## src/rtl/poly_reg_bank_db_if.sv

```systemverilog
// Host-side word stream (operand input) and result output stream of poly_reg_bank_db.
interface poly_reg_bank_db_if #(
   parameter int unsigned WORD_WIDTH = 17
);
   logic                  in_valid;
   logic                  in_ready;
   logic [1:0]            in_sel;
   logic [WORD_WIDTH-1:0] in_data;
   logic                  out_valid;
   logic                  out_ready;
   logic [WORD_WIDTH-1:0] out_data;
   logic                  out_last;

   modport master (
      output in_valid, in_sel, in_data, out_ready,
      input  in_ready, out_valid, out_data, out_last
   );

   modport slave (
      input  in_valid, in_sel, in_data, out_ready,
      output in_ready, out_valid, out_data, out_last
   );
endinterface

```

## src/rtl/poly_reg_bank_db.sv

```systemverilog
// Double-buffered AMNS operand/result register bank: shadow A/B banks load from the
// host stream while the datapath works on the active banks; results leave through a
// staging buffer and an output buffer.
module poly_reg_bank_db #(
   parameter int unsigned WORD_WIDTH = 17,
   parameter int unsigned N          = 5,
   parameter int unsigned S          = 4
) (
   input  logic                    clock_i,
   input  logic                    reset_n_i,
   poly_reg_bank_db_if.slave       bus,
   output logic                    shadow_full_o,
   input  logic                    swap_i,
   output logic                    swap_ack_o,
   input  logic [S-1:0]            A_reg_coeff_rot_i,
   input  logic                    B_reg_shift_i,
   input  logic                    M_reg_rot_i,
   input  logic                    M_prime_0_rot_i,
   output logic [S*WORD_WIDTH-1:0] A_reg_dout_o,
   output logic [N*WORD_WIDTH-1:0] B_reg_dout_o,
   output logic [WORD_WIDTH-1:0]   M_reg_dout_o,
   output logic [WORD_WIDTH-1:0]   M_prime_0_reg_dout_o,
   input  logic                    res_load_en_i,
   input  logic [N*WORD_WIDTH-1:0] res_din_i,
   output logic                    res_ready_o
);

   localparam int unsigned NS     = N * S;
   localparam int unsigned IDX_W  = $clog2(NS);
   localparam int unsigned MP_W   = $clog2(N);
   localparam int unsigned RCNT_W = $clog2(S + 1);

   localparam logic [1:0] SEL_A  = 2'b00;
   localparam logic [1:0] SEL_B  = 2'b01;
   localparam logic [1:0] SEL_M  = 2'b10;
   localparam logic [1:0] SEL_MP = 2'b11;

   typedef logic [WORD_WIDTH-1:0] word_t;
   typedef enum logic {ST_IDLE, ST_LOAD} load_state_e;

   load_state_e       state_q, state_d;
   logic [1:0]        sel_q, sel_d;
   logic [IDX_W-1:0]  beat_q, beat_d;
   logic              ptr_q, ptr_d;
   logic              sh_a_vld_q, sh_a_vld_d;
   logic              sh_b_vld_q, sh_b_vld_d;
   logic              swap_ack_q, swap_ack_d;
   word_t             a_q [2][NS];
   word_t             a_d [2][NS];
   word_t             b_q [2][NS];
   word_t             b_d [2][NS];
   word_t             m_q [NS];
   word_t             m_d [NS];
   word_t             mp_q [N];
   word_t             mp_d [N];
   word_t             stg_q [NS];
   word_t             stg_d [NS];
   word_t             obuf_q [NS];
   word_t             obuf_d [NS];
   logic [RCNT_W-1:0] rcnt_q, rcnt_d;
   logic [IDX_W-1:0]  oidx_q, oidx_d;
   logic              ovalid_q, ovalid_d;

   logic              in_ready_c;
   logic              in_acc_c;
   logic [1:0]        eff_sel_c;
   logic              frame_last_c;
   logic              swap_do_c;
   logic              res_acc_c;
   logic              stg_done_c;
   logic              out_acc_c;
   logic              out_end_c;

   // State register for every storage element, counter and flag.
   always_ff @(posedge clock_i or negedge reset_n_i) begin
      if (!reset_n_i) begin
         state_q    <= ST_IDLE;
         sel_q      <= '0;
         beat_q     <= '0;
         ptr_q      <= 1'b0;
         sh_a_vld_q <= 1'b0;
         sh_b_vld_q <= 1'b0;
         swap_ack_q <= 1'b0;
         a_q        <= '{default: '0};
         b_q        <= '{default: '0};
         m_q        <= '{default: '0};
         mp_q       <= '{default: '0};
         stg_q      <= '{default: '0};
         obuf_q     <= '{default: '0};
         rcnt_q     <= '0;
         oidx_q     <= '0;
         ovalid_q   <= 1'b0;
      end else begin
         state_q    <= state_d;
         sel_q      <= sel_d;
         beat_q     <= beat_d;
         ptr_q      <= ptr_d;
         sh_a_vld_q <= sh_a_vld_d;
         sh_b_vld_q <= sh_b_vld_d;
         swap_ack_q <= swap_ack_d;
         a_q        <= a_d;
         b_q        <= b_d;
         m_q        <= m_d;
         mp_q       <= mp_d;
         stg_q      <= stg_d;
         obuf_q     <= obuf_d;
         rcnt_q     <= rcnt_d;
         oidx_q     <= oidx_d;
         ovalid_q   <= ovalid_d;
      end
   end

   // Load FSM: frame target latched on the first beat, word counter, backpressure.
   always_comb begin
      state_d      = state_q;
      sel_d        = sel_q;
      beat_d       = beat_q;
      in_ready_c   = 1'b1;
      eff_sel_c    = (state_q == ST_IDLE) ? bus.in_sel : sel_q;
      frame_last_c = (beat_q == ((eff_sel_c == SEL_MP) ? IDX_W'(N - 1) : IDX_W'(NS - 1)));
      if (state_q == ST_IDLE) begin
         if ((bus.in_sel == SEL_A && sh_a_vld_q) || (bus.in_sel == SEL_B && sh_b_vld_q)) begin
            in_ready_c = 1'b0;
         end
      end
      in_acc_c = bus.in_valid && in_ready_c;
      if (in_acc_c) begin
         if (state_q == ST_IDLE) begin
            sel_d = bus.in_sel;
         end
         if (frame_last_c) begin
            state_d = ST_IDLE;
            beat_d  = '0;
         end else begin
            state_d = ST_LOAD;
            beat_d  = beat_q + IDX_W'(1);
         end
      end
   end

   // Shadow-complete flags, bank pointer and swap acknowledge.
   always_comb begin
      swap_do_c  = swap_i && sh_a_vld_q && sh_b_vld_q;
      ptr_d      = ptr_q ^ swap_do_c;
      swap_ack_d = swap_do_c;
      sh_a_vld_d = sh_a_vld_q;
      sh_b_vld_d = sh_b_vld_q;
      if (swap_do_c) begin
         sh_a_vld_d = 1'b0;
         sh_b_vld_d = 1'b0;
      end
      if (in_acc_c && frame_last_c && eff_sel_c == SEL_A) begin
         sh_a_vld_d = 1'b1;
      end
      if (in_acc_c && frame_last_c && eff_sel_c == SEL_B) begin
         sh_b_vld_d = 1'b1;
      end
   end

   // Operand storage: datapath ops on the active bank, host writes to shadow / M / M'.
   always_comb begin
      a_d  = a_q;
      b_d  = b_q;
      m_d  = m_q;
      mp_d = mp_q;
      if (!swap_do_c) begin
         for (int j = 0; j < int'(S); j++) begin
            if (A_reg_coeff_rot_i[j]) begin
               for (int i = 0; i < int'(N); i++) begin
                  a_d[ptr_q][IDX_W'(int'(N) * j + i)] =
                     a_q[ptr_q][IDX_W'(int'(N) * j + ((i + 1) % int'(N)))];
               end
            end
         end
         if (B_reg_shift_i) begin
            for (int k = 0; k < int'(NS) - 1; k++) begin
               b_d[ptr_q][IDX_W'(k)] = b_q[ptr_q][IDX_W'(k + 1)];
            end
            b_d[ptr_q][IDX_W'(NS - 1)] = '0;
         end
         if (M_reg_rot_i) begin
            for (int k = 0; k < int'(NS); k++) begin
               m_d[IDX_W'(k)] = m_q[IDX_W'((k + 1) % int'(NS))];
            end
         end
         if (M_prime_0_rot_i) begin
            for (int k = 0; k < int'(N); k++) begin
               mp_d[MP_W'(k)] = mp_q[MP_W'((k + 1) % int'(N))];
            end
         end
      end
      if (in_acc_c) begin
         case (eff_sel_c)
            SEL_A:   a_d[~ptr_q][beat_q] = bus.in_data;
            SEL_B:   b_d[~ptr_q][beat_q] = bus.in_data;
            SEL_M:   m_d[beat_q]         = bus.in_data;
            SEL_MP:  mp_d[MP_W'(beat_q)] = bus.in_data;
            default: ;
         endcase
      end
   end

   // Result staging (block-interleaved) and output buffer streaming.
   always_comb begin
      stg_d      = stg_q;
      obuf_d     = obuf_q;
      rcnt_d     = rcnt_q;
      oidx_d     = oidx_q;
      ovalid_d   = ovalid_q;
      res_acc_c  = res_load_en_i && (rcnt_q != RCNT_W'(S));
      if (res_acc_c) begin
         for (int i = 0; i < int'(N); i++) begin
            stg_d[IDX_W'(i * int'(S)) + IDX_W'(rcnt_q)] = res_din_i[i*WORD_WIDTH +: WORD_WIDTH];
         end
         rcnt_d = rcnt_q + RCNT_W'(1);
      end
      stg_done_c = (rcnt_q == RCNT_W'(S)) || (res_acc_c && rcnt_q == RCNT_W'(S - 1));
      out_acc_c  = ovalid_q && bus.out_ready;
      out_end_c  = out_acc_c && (oidx_q == IDX_W'(NS - 1));
      if (out_acc_c) begin
         oidx_d = out_end_c ? '0 : oidx_q + IDX_W'(1);
         if (out_end_c) begin
            ovalid_d = 1'b0;
         end
      end
      // A completed staging buffer moves as soon as the output buffer frees up.
      if (stg_done_c && (!ovalid_q || out_end_c)) begin
         obuf_d   = stg_d;
         rcnt_d   = '0;
         ovalid_d = 1'b1;
         oidx_d   = '0;
      end
   end

   // Active-bank read taps.
   always_comb begin
      A_reg_dout_o = '0;
      B_reg_dout_o = '0;
      for (int j = 0; j < int'(S); j++) begin
         A_reg_dout_o[j*WORD_WIDTH +: WORD_WIDTH] = a_q[ptr_q][IDX_W'(int'(N) * j)];
      end
      for (int l = 0; l < int'(N); l++) begin
         B_reg_dout_o[l*WORD_WIDTH +: WORD_WIDTH] = b_q[ptr_q][IDX_W'(l * int'(S))];
      end
   end

   assign M_reg_dout_o         = m_q[0];
   assign M_prime_0_reg_dout_o = mp_q[0];
   assign shadow_full_o        = sh_a_vld_q && sh_b_vld_q;
   assign swap_ack_o           = swap_ack_q;
   assign res_ready_o          = (rcnt_q != RCNT_W'(S));
   assign bus.in_ready         = in_ready_c;
   assign bus.out_valid        = ovalid_q;
   assign bus.out_data         = obuf_q[oidx_q];
   assign bus.out_last         = ovalid_q && (oidx_q == IDX_W'(NS - 1));

endmodule
```

## src/flat_wrapper.sv

```systemverilog
// flat-port wrapper written by rule: the top's interface ports become plain ports
module poly_reg_bank_db_flat 
#(
   parameter int unsigned WORD_WIDTH = 17,
   parameter int unsigned N          = 5,
   parameter int unsigned S          = 4
)
  (clock_i, reset_n_i, shadow_full_o, swap_i, swap_ack_o, A_reg_coeff_rot_i, B_reg_shift_i, M_reg_rot_i, M_prime_0_rot_i, A_reg_dout_o, B_reg_dout_o, M_reg_dout_o, M_prime_0_reg_dout_o, res_load_en_i, res_din_i, res_ready_o, bus_in_valid, bus_in_sel, bus_in_data, bus_out_ready, bus_in_ready, bus_out_valid, bus_out_data, bus_out_last);
  poly_reg_bank_db_if #(.WORD_WIDTH(WORD_WIDTH)) bus_i ();
  input  logic clock_i;
  input  logic reset_n_i;
  output logic shadow_full_o;
  input  logic swap_i;
  output logic swap_ack_o;
  input  logic [S-1:0] A_reg_coeff_rot_i;
  input  logic B_reg_shift_i;
  input  logic M_reg_rot_i;
  input  logic M_prime_0_rot_i;
  output logic [S*WORD_WIDTH-1:0] A_reg_dout_o;
  output logic [N*WORD_WIDTH-1:0] B_reg_dout_o;
  output logic [WORD_WIDTH-1:0] M_reg_dout_o;
  output logic [WORD_WIDTH-1:0] M_prime_0_reg_dout_o;
  input  logic res_load_en_i;
  input  logic [N*WORD_WIDTH-1:0] res_din_i;
  output logic res_ready_o;
  input wire logic [$bits(bus_i.in_valid)-1:0] bus_in_valid;
  input wire logic [$bits(bus_i.in_sel)-1:0] bus_in_sel;
  input wire logic [$bits(bus_i.in_data)-1:0] bus_in_data;
  input wire logic [$bits(bus_i.out_ready)-1:0] bus_out_ready;
  output wire logic [$bits(bus_i.in_ready)-1:0] bus_in_ready;
  output wire logic [$bits(bus_i.out_valid)-1:0] bus_out_valid;
  output wire logic [$bits(bus_i.out_data)-1:0] bus_out_data;
  output wire logic [$bits(bus_i.out_last)-1:0] bus_out_last;
  assign bus_i.in_valid = bus_in_valid;
  assign bus_i.in_sel = bus_in_sel;
  assign bus_i.in_data = bus_in_data;
  assign bus_i.out_ready = bus_out_ready;
  assign bus_in_ready = bus_i.in_ready;
  assign bus_out_valid = bus_i.out_valid;
  assign bus_out_data = bus_i.out_data;
  assign bus_out_last = bus_i.out_last;
  poly_reg_bank_db #(.WORD_WIDTH(WORD_WIDTH), .N(N), .S(S)) u_core (.clock_i(clock_i), .reset_n_i(reset_n_i), .bus(bus_i), .shadow_full_o(shadow_full_o), .swap_i(swap_i), .swap_ack_o(swap_ack_o), .A_reg_coeff_rot_i(A_reg_coeff_rot_i), .B_reg_shift_i(B_reg_shift_i), .M_reg_rot_i(M_reg_rot_i), .M_prime_0_rot_i(M_prime_0_rot_i), .A_reg_dout_o(A_reg_dout_o), .B_reg_dout_o(B_reg_dout_o), .M_reg_dout_o(M_reg_dout_o), .M_prime_0_reg_dout_o(M_prime_0_reg_dout_o), .res_load_en_i(res_load_en_i), .res_din_i(res_din_i), .res_ready_o(res_ready_o));
endmodule
```

## config.mk

```make
export PLATFORM = sky130hd
export DESIGN_NAME = poly_reg_bank_db_flat
export DESIGN_NICKNAME = d
export VERILOG_FILES = /design/src/rtl/poly_reg_bank_db_if.sv /design/src/rtl/poly_reg_bank_db.sv /design/src/flat_wrapper.sv
export SDC_FILE = /design/constraint.sdc
export NUM_CORES = 2
export LEC_CHECK = 0
export ABC_AREA = 1
export BUFFER_PORTS_ARGS = -buffer_cell sky130_fd_sc_hd__buf_2
export CAP_MARGIN = 20
export CELL_PAD_IN_SITES_DETAIL_PLACEMENT = 0
export CELL_PAD_IN_SITES_GLOBAL_PLACEMENT = 2
export CORE_ASPECT_RATIO = 1.5
export CORE_UTILIZATION = 37
export DETAILED_ROUTE_END_ITERATION = 6
export PLACE_DENSITY_LB_ADDON = 0.1
export REMOVE_ABC_BUFFERS = 1
export SLEW_MARGIN = 40
export SYNTH_ARGS = -nofsm -noshare
export SYNTH_HDL_FRONTEND = slang
export SYNTH_SLANG_ARGS = --single-unit
```

## constraint.sdc

```tcl
create_clock -name clock_i -period 2.5 [get_ports clock_i]
set_input_delay 0 -clock clock_i [delete_from_list [all_inputs] [get_ports clock_i]]
set_output_delay 0 -clock clock_i [all_outputs]
set_load 0.05 [all_outputs]
```

==> summary.txt <==
Outcome
  • Run status: finished, violations left
  • Failing checks: negative setup slack

Synth
  • Synth Flop Type: sky130_fd_sc_hd__dfrtp_1
  • Post-Synthesis Mean Instance Area: 7.30 um2
  • FFs w/ async S/R, synth: 100%
  • Synth cell types: 38
  • Synth Area in XOR/XNOR: 0.0251%
  • Fraction of the mapped netlist area in compound gates: 13.7%
  • Cell count after synthesis: 14.3k
  • Number of enable-type register cells in the synthesized netlist: 0
  • Mux contribution to synthesized area: 0.325%
  • Sequential fraction of the synthesis area: 50.9%
  • Synthesis warning total: 0
  • Main combinational cell family by area after synthesis: simple AND/OR/NAND/NOR gates
  • Netlist Area Pre-Place: 105000 um2
  • Area share of and/or/nand/nor cells after synthesis: 25.6%
  • Fraction of the mapped netlist area in adder cells: 0.131%
  • Register bit total from synthesis: 2129

Layout
  • Storage cell area: 53300 um2
  • Post-layout net count: 14.8k
  • Ratio of cells with drive above 1 in the final layout: 11.2%
  • Finished Layout Cells: 18.6k
  • Fill cells: 28.4k
  • Highest-count cells in the layout ignoring fill and taps: 5785 x sky130_fd_sc_hd__nand2_1, 2170 x sky130_fd_sc_hd__o21ai_0, 2126 x sky130_fd_sc_hd__dfrtp_1
  • Most common library cell in the layout ignoring fill and taps: sky130_fd_sc_hd__nand2_1
  • Multi-input gate area in the final layout: 43300 um2
  • Util after Layout: 45.3%
  • Post-synthesis to final-layout area growth: 21.4%

STA
  • Maximum clock rate: 350 MHz
  • Fin Clk Skew: 0.0397 ns
  • Tcrit/Tclk final: 114%
  • Relative slew slack: 44.6%
  • Total of endpoints with negative setup slack in the final report: 33
  • Min Clock Period, post-route: 2.85 ns
  • Total negative slack for setup checks: -5.45 ns
  • Hold violation total from the final report: 0
  • Slew @ Worst Pin: 0.830 ns
  • Final worst setup slack: -0.354 ns
  • Pins Over Slew Limit: 0
  • Unrepaired setup endpoints after global routing: true

Critical path
  • Reg2reg start: u_core.ptr_q
  • Critical Path Start: u_core.oidx_q[0]
  • CP peak stage delay: 0.58 ns
  • Highest fanout seen on the critical path: 16
  • Required time worst endpoint: 2.50 ns
  • Most frequent cell on the critical path: sky130_fd_sc_hd__buf_12
  • Crit end category: output port
  • Sort of element at the start of the critical path: flip-flop
  • Slowest library cell on the worst path: sky130_fd_sc_hd__dfrtp_4
  • Critical setup path kind: reg2out
  • Cells along the critical path: inv_12 -> buf_4 -> buf_12 -> buf_12 -> buf_16 -> o21ai_0 -> o22ai_1 -> nand2_1 -> nand2_2 -> buf_12
  • Arrival time of the worst setup path: 2.85 ns

Place
  • Cells after DPL: 17.8k
  • Count of input and output buffers: 309
  • Pre-CTS WS: 0.0282 ns
  • Half-perimeter wire length after detailed placement: 258000 um
  • Global placer's final weighted congestion: 0.858

Global route
  • GRT Util Overall: 28.0%
  • Number of antenna violations at the first check in global routing: 20
  • Global-route met1 utilization: 34.3%
  • Maximum number of pins on one net before global-route repair: 151
  • Layer with the highest usage after global routing: met2
  • Global-route met3 utilization: 3.48%
  • Global-route congestion overflow total: 0
  • First-pass GRT wire length: 605000 um
  • Met2 Usage GRT: 49.3%
  • Via count of the first global-routing pass: 91.1k

Routing
  • Drt first pass iters: 7
  • Number of remaining DRC errors: 0
  • Total wirelength of the detailed-routed design: 406000 um
  • Vias post-DR: 93.6k
  • Routed length per instance: 21.9 um
  • Antenna-violating nets left: 0
  • Iteration-0 DRC count of the detailed router: 7361
  • Vias per cell: 5.04

Floorplan
  • Initial cell density of the core: 37.3%
  • Rows: 238
  • Core outline area: 281000 um2
  • Area enclosed by the die boundary: 285000 um2
  • Die X-Extent: 436 um
  • IO Count: 327
  • Vert. Die Dim: 654 um

Clock tree
  • CTS tree: yes
  • Clock latency at the later pin of the worst-skew pair: 0.93 ns
  • CTS Sinks: 2129
  • CTS Root Buffer Type: sky130_fd_sc_hd__clkbuf_16
  • Cts bufs inserted: 233
  • Clock edge transition at the registers on the reported setup and hold paths: 0.07 ns
  • Clock Tree Buf Depth: 4
  • Count of H-tree levels built during CTS: 4

Power and ir drop
  • Power consumption: 0.155 W
  • Leakage power figure: 64.3 nW
  • Maximum ir drop on the vdd rail: 1.18 mV
  • Power per cell area: 1220 nW/um2

Worst hold path
  • Class of the worst hold path: in2reg
  • Startpoint of the worst hold path: res_din_i[42]

Job
  • Maxcap violations: 0
[per-stage QoR]
step | hold WS [ns] | cell area [um2]
6_report | 0.0506 | 127000
5_1_grt | 0.0586 | 127000
4_1_cts | 0.000176 | 126000
3_5_place_dp | -0.0105 | 113000
3_3_place_gp | -0.0170 | 113000
2_1_floorplan | -0.296 | 100000
[kinds of logic after synthesis]
| kind of cell | Yosys count |
|---|---|
| AOI/OAI and AO/OA | 2784 |
| and+or+nand+nor | 6926 |
| other | 1 |
| adders and majority gates | 11 |
| DFF | 2129 |
| muxes | 34 |
| xor gates and xnor gates | 3 |
| buffers and inverters | 2454 |
[what timing repair did]
| action | 4_1_cts | 5_1_grt |
|---|---|---|
| cloned | 24 | 10 |
| resized for setup | 563 | 187 |
| buffers inserted | 60 | 24 |
| hold endpoints to repair | 3869 | 0 |
| endpoints found under the setup margin | 139 | 294 |
| pin swaps | 38 | 59 |
| hold buffers | 205 | 0 |
[critical path: cells and delay by family (launching register included)]
kind	cells	cell delay [ns]
compound gates	2	0.33
buf+inv	6	0.78
flops	1	0.58
simple gates	2	0.22
[state kept, by name, indices dropped and copies added (netlist names), 17 cells and up]
| signal | cells |
|---|---|
| u_core.b_q | 544 |
| u_core.mp_q | 51 |
| u_core.M_prime_0_reg_dout_o | 17 |
| u_core.m_q | 255 |
| u_core.a_q | 544 |
| u_core.stg_q | 340 |
| u_core.obuf_q | 340 |
| u_core.M_reg_dout_o | 17 |
[report_power, final]
part | switching [W] | total [W] | internal [W]
combinational | 0.0427 | 0.0669 | 0.0242
clock | 0.0151 | 0.0355 | 0.0205
sequential | 0.00580 | 0.0526 | 0.0468
[cell usage after synthesis (6+ instances only)]
cell                       count  area (um2)
sky130_fd_sc_hd__a21oi_1      92         460
sky130_fd_sc_hd__buf_1        50         188
sky130_fd_sc_hd__buf_2       209        1050
sky130_fd_sc_hd__buf_4        82         616
sky130_fd_sc_hd__buf_6         6        67.6
sky130_fd_sc_hd__clkbuf_1    676        2540
sky130_fd_sc_hd__clkinv_1      9        33.8
sky130_fd_sc_hd__dfrtp_1    2129       53300
sky130_fd_sc_hd__ha_1         11         138
sky130_fd_sc_hd__inv_1      1406        5280
sky130_fd_sc_hd__inv_2        15        56.3
sky130_fd_sc_hd__mux2i_1      34         340
sky130_fd_sc_hd__nand2_1    5976       22400
sky130_fd_sc_hd__nand2_2      30         188
sky130_fd_sc_hd__nand3_1     449        2250
sky130_fd_sc_hd__nor2_1      421        1580
sky130_fd_sc_hd__nor2_2        9        56.3
sky130_fd_sc_hd__nor3_1       15        75.1
sky130_fd_sc_hd__o21a_1       18         135
sky130_fd_sc_hd__o21ai_0    2254       11300
sky130_fd_sc_hd__o21ai_1     217        1090
sky130_fd_sc_hd__o22ai_1     132         826
sky130_fd_sc_hd__o31ai_1      68         510
sky130_fd_sc_hd__or2_2         7        43.8
[layout make-up]
| class | count | area share [%] |
|---|---|---|
| sequential | 2129 | 41.9 |
| multi-input combinational | 9776 | 34.1 |
| timing repair buffer | 1100 | 10.1 |
| clock buffer | 361 | 5.48 |
| inverter | 1430 | 4.29 |
| tap | 3720 | 3.66 |
| clock inverter | 53 | 0.516 |
| antenna | 9 | 0.0177 |
[metal layers]
| metal | vias up | wire, um |
|---|---|---|
| met2 | 2310 | 204000 |
| met1 | 45342 | 166000 |
| met5 | - | 80 |
| li1 | 45310 | - |
| met3 | 658 | 18200 |
| met4 | 12 | 18700 |
[worst paths after layout]
path                                             endpoint  slack, ns  depth (start not counted)
max                                       bus_out_data[4]      -0.35                         10
max in group asynchronous               u_core.obuf_q[82]       1.10                          5
max reg2reg                               u_core.b_q[309]       0.05                          8
min reg2reg                             u_core.obuf_q[43]       0.47                          2
min in group asynchronous  u_core.M_prime_0_reg_dout_o[6]       0.47                          4
min                                     u_core.stg_q[127]       0.05                          6
Power figures use the tool's default switching activity.
